[src/rtl/control_unit.sv]
// control_unit: multicycle Moore FSM driving the 64-bit RISC-V datapath.
// Subset: R add/sub/and/or/xor, addi, lui, loads, stores, beq/bne/blt/bge,
// jal, jalr, ebreak.
// Optional build macro CTRL_TRAP_EN: unsupported opcode or branch funct3
// enters a sticky TRAP state. Without it, unsupported opcodes run as a NOP
// and unsupported branch conditions are never taken.
// Ports:
//   clk, reset (async, active-low), instruction (IR word),
//   alu_zero/alu_equal/alu_greater/alu_less (ALU flags)
//   PCWrite, PCWriteCond, PCWriteState, PCSource, ALUSrcA, ALUSrcB, ALUOp,
//   LoadAOut, LoadRegA, LoadRegB, LoadMDR, IRWrite, IMemRead, RegWrite,
//   DMemOp, MemToReg, LoadSplice, StoreSplice, state_out, halted, trap
module control_unit #(
  parameter logic [3:0] ALU_ADD    = 4'd1,
  parameter logic [3:0] ALU_SUB    = 4'd2,
  parameter logic [3:0] ALU_AND    = 4'd3,
  parameter logic [3:0] ALU_OR     = 4'd4,
  parameter logic [3:0] ALU_XOR    = 4'd5,
  parameter logic [3:0] ALU_PASS_B = 4'd6
) (
  input  logic        clk,
  input  logic        reset,
  input  logic [31:0] instruction,
  input  logic        alu_zero,
  input  logic        alu_equal,
  input  logic        alu_greater,
  input  logic        alu_less,
  output logic        PCWrite,
  output logic        PCWriteCond,
  output logic        PCWriteState,
  output logic        PCSource,
  output logic        ALUSrcA,
  output logic [1:0]  ALUSrcB,
  output logic [3:0]  ALUOp,
  output logic        LoadAOut,
  output logic        LoadRegA,
  output logic        LoadRegB,
  output logic        LoadMDR,
  output logic        IRWrite,
  output logic        IMemRead,
  output logic        RegWrite,
  output logic        DMemOp,
  output logic [1:0]  MemToReg,
  output logic [1:0]  LoadSplice,
  output logic [1:0]  StoreSplice,
  output logic [4:0]  state_out,
  output logic        halted,
  output logic        trap
);

`ifdef CTRL_TRAP_EN
  localparam logic TRAP_EN = 1'b1;
`else
  localparam logic TRAP_EN = 1'b0;
`endif

  localparam logic [4:0] S_RST_WAIT = 5'd0;
  localparam logic [4:0] S_FETCH    = 5'd1;
  localparam logic [4:0] S_FETCH_IR = 5'd2;
  localparam logic [4:0] S_DECODE   = 5'd3;
  localparam logic [4:0] S_EXEC_R   = 5'd4;
  localparam logic [4:0] S_EXEC_I   = 5'd5;
  localparam logic [4:0] S_EXEC_LUI = 5'd6;
  localparam logic [4:0] S_WB       = 5'd7;
  localparam logic [4:0] S_ADDR     = 5'd8;
  localparam logic [4:0] S_MEM_RD   = 5'd9;
  localparam logic [4:0] S_MEM_MDR  = 5'd10;
  localparam logic [4:0] S_MEM_WB   = 5'd11;
  localparam logic [4:0] S_MEM_WR   = 5'd12;
  localparam logic [4:0] S_BR_CMP   = 5'd13;
  localparam logic [4:0] S_PC_INC   = 5'd14;
  localparam logic [4:0] S_LINK     = 5'd15;
  localparam logic [4:0] S_JWB      = 5'd16;
  localparam logic [4:0] S_HALT     = 5'd17;
  localparam logic [4:0] S_TRAP     = 5'd18;

  localparam logic [6:0] OP_R      = 7'b0110011;
  localparam logic [6:0] OP_IMM    = 7'b0010011;
  localparam logic [6:0] OP_LUI    = 7'b0110111;
  localparam logic [6:0] OP_LOAD   = 7'b0000011;
  localparam logic [6:0] OP_STORE  = 7'b0100011;
  localparam logic [6:0] OP_BRANCH = 7'b1100011;
  localparam logic [6:0] OP_JAL    = 7'b1101111;
  localparam logic [6:0] OP_JALR   = 7'b1100111;
  localparam logic [31:0] EBREAK   = 32'h0010_0073;

  logic [4:0] r_state;
  logic [4:0] w_next_state;
  logic [4:0] w_dispatch;
  logic [6:0] w_opcode;
  logic [2:0] w_funct3;
  logic       w_taken;
  logic       w_br_ok;
  logic [1:0] w_splice;
  logic [3:0] w_r_op;
  logic       w_unused_flags;

  assign w_opcode       = instruction[6:0];
  assign w_funct3       = instruction[14:12];
  assign w_unused_flags = alu_zero ^ alu_greater;
  assign state_out      = r_state;

  // State register
  always_ff @(posedge clk or negedge reset) begin
    if (!reset) r_state <= S_RST_WAIT;
    else        r_state <= w_next_state;
  end

  // Branch condition and width splice from funct3, R-type ALU function
  always_comb begin
    w_taken = 1'b0;
    w_br_ok = 1'b1;
    case (w_funct3)
      3'b000:  w_taken = alu_equal;
      3'b001:  w_taken = ~alu_equal;
      3'b100:  w_taken = alu_less;
      3'b101:  w_taken = ~alu_less;
      default: w_br_ok = 1'b0;
    endcase
    case (w_funct3)
      3'b011:  w_splice = 2'b00;
      3'b010:  w_splice = 2'b01;
      3'b001:  w_splice = 2'b10;
      3'b000:  w_splice = 2'b11;
      default: w_splice = 2'b00;
    endcase
    case (w_funct3)
      3'b000:  w_r_op = instruction[30] ? ALU_SUB : ALU_ADD;
      3'b100:  w_r_op = ALU_XOR;
      3'b110:  w_r_op = ALU_OR;
      3'b111:  w_r_op = ALU_AND;
      default: w_r_op = ALU_ADD;
    endcase
  end

  // Opcode dispatch out of DECODE
  always_comb begin
    w_dispatch = S_PC_INC;
    case (w_opcode)
      OP_R:      w_dispatch = S_EXEC_R;
      OP_IMM:    w_dispatch = S_EXEC_I;
      OP_LUI:    w_dispatch = S_EXEC_LUI;
      OP_LOAD:   w_dispatch = S_ADDR;
      OP_STORE:  w_dispatch = S_ADDR;
      OP_BRANCH: w_dispatch = (TRAP_EN && !w_br_ok) ? S_TRAP : S_BR_CMP;
      OP_JAL:    w_dispatch = S_LINK;
      OP_JALR:   w_dispatch = S_EXEC_I;
      default: begin
        if (instruction == EBREAK) w_dispatch = S_HALT;
        else if (TRAP_EN)          w_dispatch = S_TRAP;
        else                       w_dispatch = S_PC_INC;
      end
    endcase
  end

  // Next state and Moore outputs
  always_comb begin
    w_next_state = r_state;
    PCWrite      = 1'b0;
    PCWriteCond  = 1'b0;
    PCSource     = 1'b0;
    ALUSrcA      = 1'b0;
    ALUSrcB      = 2'b00;
    ALUOp        = 4'd0;
    LoadAOut     = 1'b0;
    LoadRegA     = 1'b0;
    LoadRegB     = 1'b0;
    LoadMDR      = 1'b0;
    IRWrite      = 1'b0;
    IMemRead     = 1'b0;
    RegWrite     = 1'b0;
    DMemOp       = 1'b0;
    MemToReg     = 2'b00;
    LoadSplice   = 2'b00;
    StoreSplice  = 2'b00;
    halted       = 1'b0;
    trap         = 1'b0;

    // PC <- PC + 4 tail shared by the final state of most instructions
    if (r_state inside {S_WB, S_MEM_WB, S_MEM_WR, S_PC_INC, S_LINK}) begin
      ALUSrcB  = 2'b01;
      ALUOp    = ALU_ADD;
      PCWrite  = 1'b1;
    end

    case (r_state)
      S_RST_WAIT: w_next_state = S_FETCH;
      S_FETCH: begin
        IMemRead     = 1'b1;
        w_next_state = S_FETCH_IR;
      end
      S_FETCH_IR: begin
        IRWrite      = 1'b1;
        w_next_state = S_DECODE;
      end
      S_DECODE: begin
        LoadRegA     = 1'b1;
        LoadRegB     = 1'b1;
        ALUSrcB      = 2'b10;
        ALUOp        = ALU_ADD;
        LoadAOut     = 1'b1;
        w_next_state = w_dispatch;
      end
      S_EXEC_R: begin
        ALUSrcA      = 1'b1;
        ALUOp        = w_r_op;
        LoadAOut     = 1'b1;
        w_next_state = S_WB;
      end
      S_EXEC_I: begin
        ALUSrcA      = 1'b1;
        ALUSrcB      = 2'b10;
        ALUOp        = ALU_ADD;
        LoadAOut     = 1'b1;
        w_next_state = (w_opcode == OP_JALR) ? S_LINK : S_WB;
      end
      S_EXEC_LUI: begin
        ALUSrcB      = 2'b10;
        ALUOp        = ALU_PASS_B;
        LoadAOut     = 1'b1;
        w_next_state = S_WB;
      end
      S_WB: begin
        RegWrite     = 1'b1;
        w_next_state = S_FETCH;
      end
      S_ADDR: begin
        ALUSrcA      = 1'b1;
        ALUSrcB      = 2'b10;
        ALUOp        = ALU_ADD;
        LoadAOut     = 1'b1;
        w_next_state = (w_opcode == OP_LOAD) ? S_MEM_RD : S_MEM_WR;
      end
      S_MEM_RD: w_next_state = S_MEM_MDR;
      S_MEM_MDR: begin
        LoadMDR      = 1'b1;
        w_next_state = S_MEM_WB;
      end
      S_MEM_WB: begin
        RegWrite     = 1'b1;
        MemToReg     = 2'b01;
        LoadSplice   = w_splice;
        w_next_state = S_FETCH;
      end
      S_MEM_WR: begin
        DMemOp       = 1'b1;
        StoreSplice  = w_splice;
        w_next_state = S_FETCH;
      end
      S_BR_CMP: begin
        ALUSrcA      = 1'b1;
        ALUOp        = ALU_SUB;
        PCWriteCond  = 1'b1;
        PCSource     = 1'b1;
        w_next_state = w_taken ? S_FETCH : S_PC_INC;
      end
      S_PC_INC: w_next_state = S_FETCH;
      // AOut is not reloaded here so it still holds the jump target for JWB
      S_LINK: w_next_state = S_JWB;
      S_JWB: begin
        RegWrite     = 1'b1;
        MemToReg     = 2'b10;
        PCWrite      = 1'b1;
        PCSource     = 1'b1;
        w_next_state = S_FETCH;
      end
      S_HALT: halted = 1'b1;
      S_TRAP: trap   = TRAP_EN;
      default: w_next_state = S_RST_WAIT;
    endcase

    PCWriteState = PCWrite | (PCWriteCond & w_taken);
  end

endmodule

[config.mk]
export PLATFORM = sky130hd
export DESIGN_NAME = control_unit
export DESIGN_NICKNAME = d
export VERILOG_FILES = /design/src/rtl/control_unit.sv
export SDC_FILE = /design/constraint.sdc
export NUM_CORES = 1
export LEC_CHECK = 0
export BUFFER_PORTS_ARGS = -buffer_cell sky130_fd_sc_hd__buf_2
export CAP_MARGIN = 0
export CORE_MARGIN = 4
export CORE_UTILIZATION = 40
export CTS_BUF_LIST = sky130_fd_sc_hd__clkbuf_4 sky130_fd_sc_hd__clkbuf_8 sky130_fd_sc_hd__clkbuf_16
export DETAILED_ROUTE_END_ITERATION = 6
export PLACE_DENSITY = 0.79
export SYNTH_ARGS = -nofsm -noshare
export SYNTH_HDL_FRONTEND = slang
export SYNTH_SLANG_ARGS = --single-unit
[constraint.sdc]
create_clock -name clk -period 2.3 [get_ports clk]
set_clock_uncertainty 0.1 [all_clocks]
set_input_delay 0.115 -clock clk [delete_from_list [all_inputs] [get_ports clk]]
set_output_delay 0.115 -clock clk [all_outputs]
set_load 0.01 [all_outputs]
# Word-level counts from Yosys, hierarchy flattened
# Cells that the tools add are included.
# op_classes
eq_ne	33
mux	30
bitwise_logic	4
reduce_logical	14
# op_table
cell	n
$pmux 5 s12	1
$eq 5x4->1 const B	8
$eq 32x21->1 const B	1
$pmux 5 s6	1
$eq 7x6->1 const B	3
$eq 7x7->1 const B	3
$eq 5x3->1 const B	4
$pmux 4 s4	1
$eq 5x5->1 const B	3
$mux 1	15
$eq 3x3->1 const B	4
$pmux 3 s4	1
$eq 5x2->1 const B	2
$reduce_or 2->1	5
$mux 2	4
$mux 4	2
$reduce_or 4->1	2
$eq 7x2->1 const B	1
$eq 7x5->1 const B	1
$pmux 2 s3	1
$reduce_or 3->1	2
$reduce_or 6->1	1
$eq 5x1->1 const B	1
$logic_not 5->1	1
12 further kinds	13
# word_totals
reg_bits	5
input_bits	38
output_inout_bits	32
word_cells	82

# Depth between registers and ports, before layout
# logic_depth
word_depth	5
mapped_depth	7
mapped_depth_nobuf	6

# Worst setup path before layout
# OpenSTA, ideal clock, no wires.
# synth_timing
kind	register to output
from	reg r_state[2], in the netlist state_out[2]
to	out ALUOp[1]
arrival_time_ns	1.585
t_required_ns	2.085
slack_ns	0.500
path_stages_with_launch	5
path_buffers	2
path_cell_list	dfrtp_1 clkbuf_1 clkbuf_1 nand2b_1 o41ai_1
# synth_between
elab_chain_cells	3
elab_cells_between_ends	8
cone_classes	eq/ne: 6; mux: 1; reduce/logical: 1
# synth_rtl
item	line_no	source
start, declared	87	logic [4:0] r_state;
start signal, assigned	106	else r_state <= w_next_state;
$eq 5x4->1, or another cell as far along	186	case (r_state)
$reduce_or 3->1 (no source line)	--	
$pmux 4 s4 (*)	186	
end, declared	34	output logic [3:0] ALUOp,
# Every way passes the cells marked *; elsewhere a longest branch is shown, timed or not.

# Worst setup path in the final report
# layout_timing
from	reg r_state[0], in the netlist state_out[0]
to	out PCWriteState
# layout_between
elab_chain_cells	5
elab_cells_between_ends	13
cone_classes	eq/ne: 7; mux: 3; bitwise: 2; reduce/logical: 1
# layout_rtl
item	line_no	source
$eq 5x3->1 / $eq 5x4->1 (equally long branches)	180	if (r_state inside {S_WB, S_MEM_WB, S_MEM_WR, S_PC_INC, S_LINK}) begin
$reduce_bool 5->1	180	
$mux 1	180	
$mux 1	186	
$or 1x1->1 (*)	272	PCWriteState = PCWrite | (PCWriteCond & w_taken);
end, declared	30	output logic PCWriteState,
# Marked as above.

==> impl_metrics.tcl <==
set metrics [dict create \
    final_util_pct 58.3 \
    place_ws_ns 0.321 \
    wl_um 3090 \
    peakVddDrop_mv 0.594 \
    post-cts-setup-buffer-count 0 \
    synth_enable_flop_cells 0 \
    dr.pass1.iters 4 \
    wl_per_cell_um 13.4 \
    path_clk_slew_ns 0.04 \
    critPathLaunchType "flop" \
    path_max_fanout 11 \
    first_iter_violations 59 \
    setup_viol 0 \
    cts.sinks 5 \
    netlist_area_um2 952 \
    dp_hpwl_um 2550 \
    synth_warnings 0 \
    crit_required_ns 2.09 \
    grt_pass1_wl_um 4950 \
    io_buffers 65 \
    p_leak_nw 0.639 \
    min_period_ns 1.99 \
    synth_top_area_share_pct 13.1 \
    max_cap_viol_count 0 \
    endpoint_kind "primary output" \
    htree_levels 1 \
    power_frac_seq_pct 17.8 \
    path_cells "nand2_1 -> o22a_1 -> o21ai_0 -> o21bai_1 -> buf_2" \
    hold_viol_final 0 \
    critPathKind "flop to primary output" \
    grt_pass1_vias 1167 \
    power_switching_share_pct 53.3 \
    synth_area_leaders "dfrtp_1, nor2_1, a21oi_1" \
    synthArstFlopShare_pct 100 \
    cts.path.max_buffers 2 \
    cts_tree "built" \
    chipWidth_um 56.8 \
    whs_ns 0.106 \
    setup_ws_ns 0.307 \
    grt_util_all_layers_pct 18.2 \
    grt_max_degree 22 \
    die_area_um2 3230 \
    min_period_over_period_pct 86.7 \
    combPwrFrac_pct 74.5 \
    grt-ovfl-total 0 \
    clk_latency_ns 0.24 \
    drive_above_1_share_pct 39.4 \
    synth_seq_cells 5 \
    start_util_pct 42.6 \
    p_int_uw 689 \
    status "complete, no violations" \
    regToRegSetupSlack_ns 0.55 \
    synth_top_area_cell "dfrtp_1" \
    synthCells 146 \
    hold_path_class "input pin to asynchronous set/reset pin" \
    areaGrowthSynthToFinish_pct 36.7 \
    root_buffer "clkbuf_4" \
    die_h_um 56.8 \
    vias_per_cell 5.77 \
    core-area_um2 2230 \
    tightestPinTransition_ns 0.574 \
    relSlewSlack_pct 61.7 \
    fmax_ghz 0.502 \
    switchingPower_uw 785 \
    synthFlopType "dfrtp_1" \
    post-route-drc-count 0 \
    vias 1334 \
    rsz0062_at_grt "no" \
    largest_reg_flops 5 \
    rows 17 \
    io_pins 70 \
    cts_inserted_buffers 3 \
    dpl_cell_area_um2 1260 \
    avgSynthCellArea_um2 6.52 \
    crit_buf_inv 1 \
    gp_congestion 0.848 \
    antenna_found_initial 0 \
    arrival_ns 1.78 \
    ant_nets 0 \
    critPathTopFamily "compound AO/OA/AOI/OAI gates" \
    stdcell_area_um2 1300 \
    slowest_delay_ns 0.53 \
    synth_cell_types 44 \
    tns_ns 0 \
    p_clk_share_pct 7.7 \
    diodes 0 \
    slew_viol_final 0 \
    powerDensity_nw_per_um2 1130 \
    critPathSlowestCell "dfrtp_1" \
    nNetsFinal 242 \
    seq_area_frac_synth_pct 13.1 \
]
==> per-layer routing <==
layer / track usage (%) / part of all wire, % / vias up
li1: - / - / 652
met1: 25.2 / 42 / 604
met2: 30.0 / 48 / 76
met4: 2.98 / 0.39 / 0
met5: 0 / 0 / -
met3: 2.76 / 9.9 / 2
==> cells in the mapped netlist, types with 2 or more instances <==
library cell  number
or2_2              2
nand2b_1           7
or4_1              4
a21oi_1           10
o22ai_1            2
a31oi_1            2
o21ai_0            6
buf_4              3
o211ai_1           3
o22a_1             2
nor2b_1            5
nor4_1             5
nor3b_1            3
inv_1              6
xnor2_1            3
nor3_1             9
nand3_1            4
nand2_1           11
nor4b_1            5
o31ai_1            2
dfrtp_1            5
nor2_1            15
clkbuf_1          11
==> what timing repair did <==
| action | in CTS | in global routing |
|---|---|---|
| endpoints found under the setup margin | 0 | 1 |
| resized for setup | 0 | 2 |
| hold endpoints to repair | 5 | 0 |
| hold buffers | 1 | 0 |
==> through the flow <==
| stage | power, mW | instances |
|---|---|---|
| 3_5_place_dp | 1.35 | 226 |
| 4_1_cts | 1.47 | 231 |
| 2_1_floorplan | 1.00 | 147 |
| 5_1_grt | 1.60 | 231 |
| 3_3_place_gp | 1.32 | 226 |
| 6_report | 1.47 | 231 |
==> path summary, 6_finish.rpt <==
check / from / end / cells past startpoint
min in group clk: instruction[3] / state_out[1] / 3
max in group asynchronous: reset / state_out[2] / 2
hold reg to reg: state_out[1] / state_out[4] / 3
setup / recovery: state_out[0] / PCWriteState / 5
setup reg to reg: state_out[4] / state_out[0] / 4
hold / removal: reset / state_out[1] / 2
==> power by group through the flow <==
stage	Sequential (mW)	Combinational, mW	Clock (mW)
after floorplan	0.170	0.831	0
after global placement	0.255	1.06	0
after detailed placement	0.258	1.09	0
after CTS	0.258	1.10	0.116
after global routing	0.278	1.20	0.122
final	0.262	1.10	0.114
==> area by class of cell <==
| type | count | area (um2) |
|---|---|---|
| clock buffer | 4 | 30.0 |
| fill | 237 | 932 |
| inverter | 6 | 22.5 |
| multi-input combinational | 120 | 736 |
| sequential | 5 | 128 |
| tap | 28 | 35.0 |
| timing repair buffer | 68 | 350 |
==> kinds of logic after synthesis <==
family / share of synthesized area (%)
DFF: 13.1
other: 0.394
and+or+nand+nor: 44.8
buffers and inverters: 9.99
xor gates and xnor gates: 2.76
AOI/OAI and AO/OA: 27.9
muxes: 1.05
==> placed cells by master, fill, tap and decap left out, types with 2 or more instances in the layout <==
cell / count
buf_2: 65
nor2_1: 15
nand2_1: 11
a21oi_1: 10
nor3_1: 9
nand2b_1: 7
inv_1: 6
o21ai_0: 6
nor4b_1: 5
nor2b_1: 5
nor4_1: 5
nand3_1: 4
or4_1: 4
clkbuf_4: 4
nor3b_1: 3
xnor2_1: 3
o211ai_1: 3
dfrtp_1: 3
o22a_1: 2
o22ai_1: 2
o31ai_1: 2
or2_2: 2
a31oi_1: 2
conb_1: 2
buf_4: 2
dfrtp_2: 2
(Power assumes the default switching activity.)
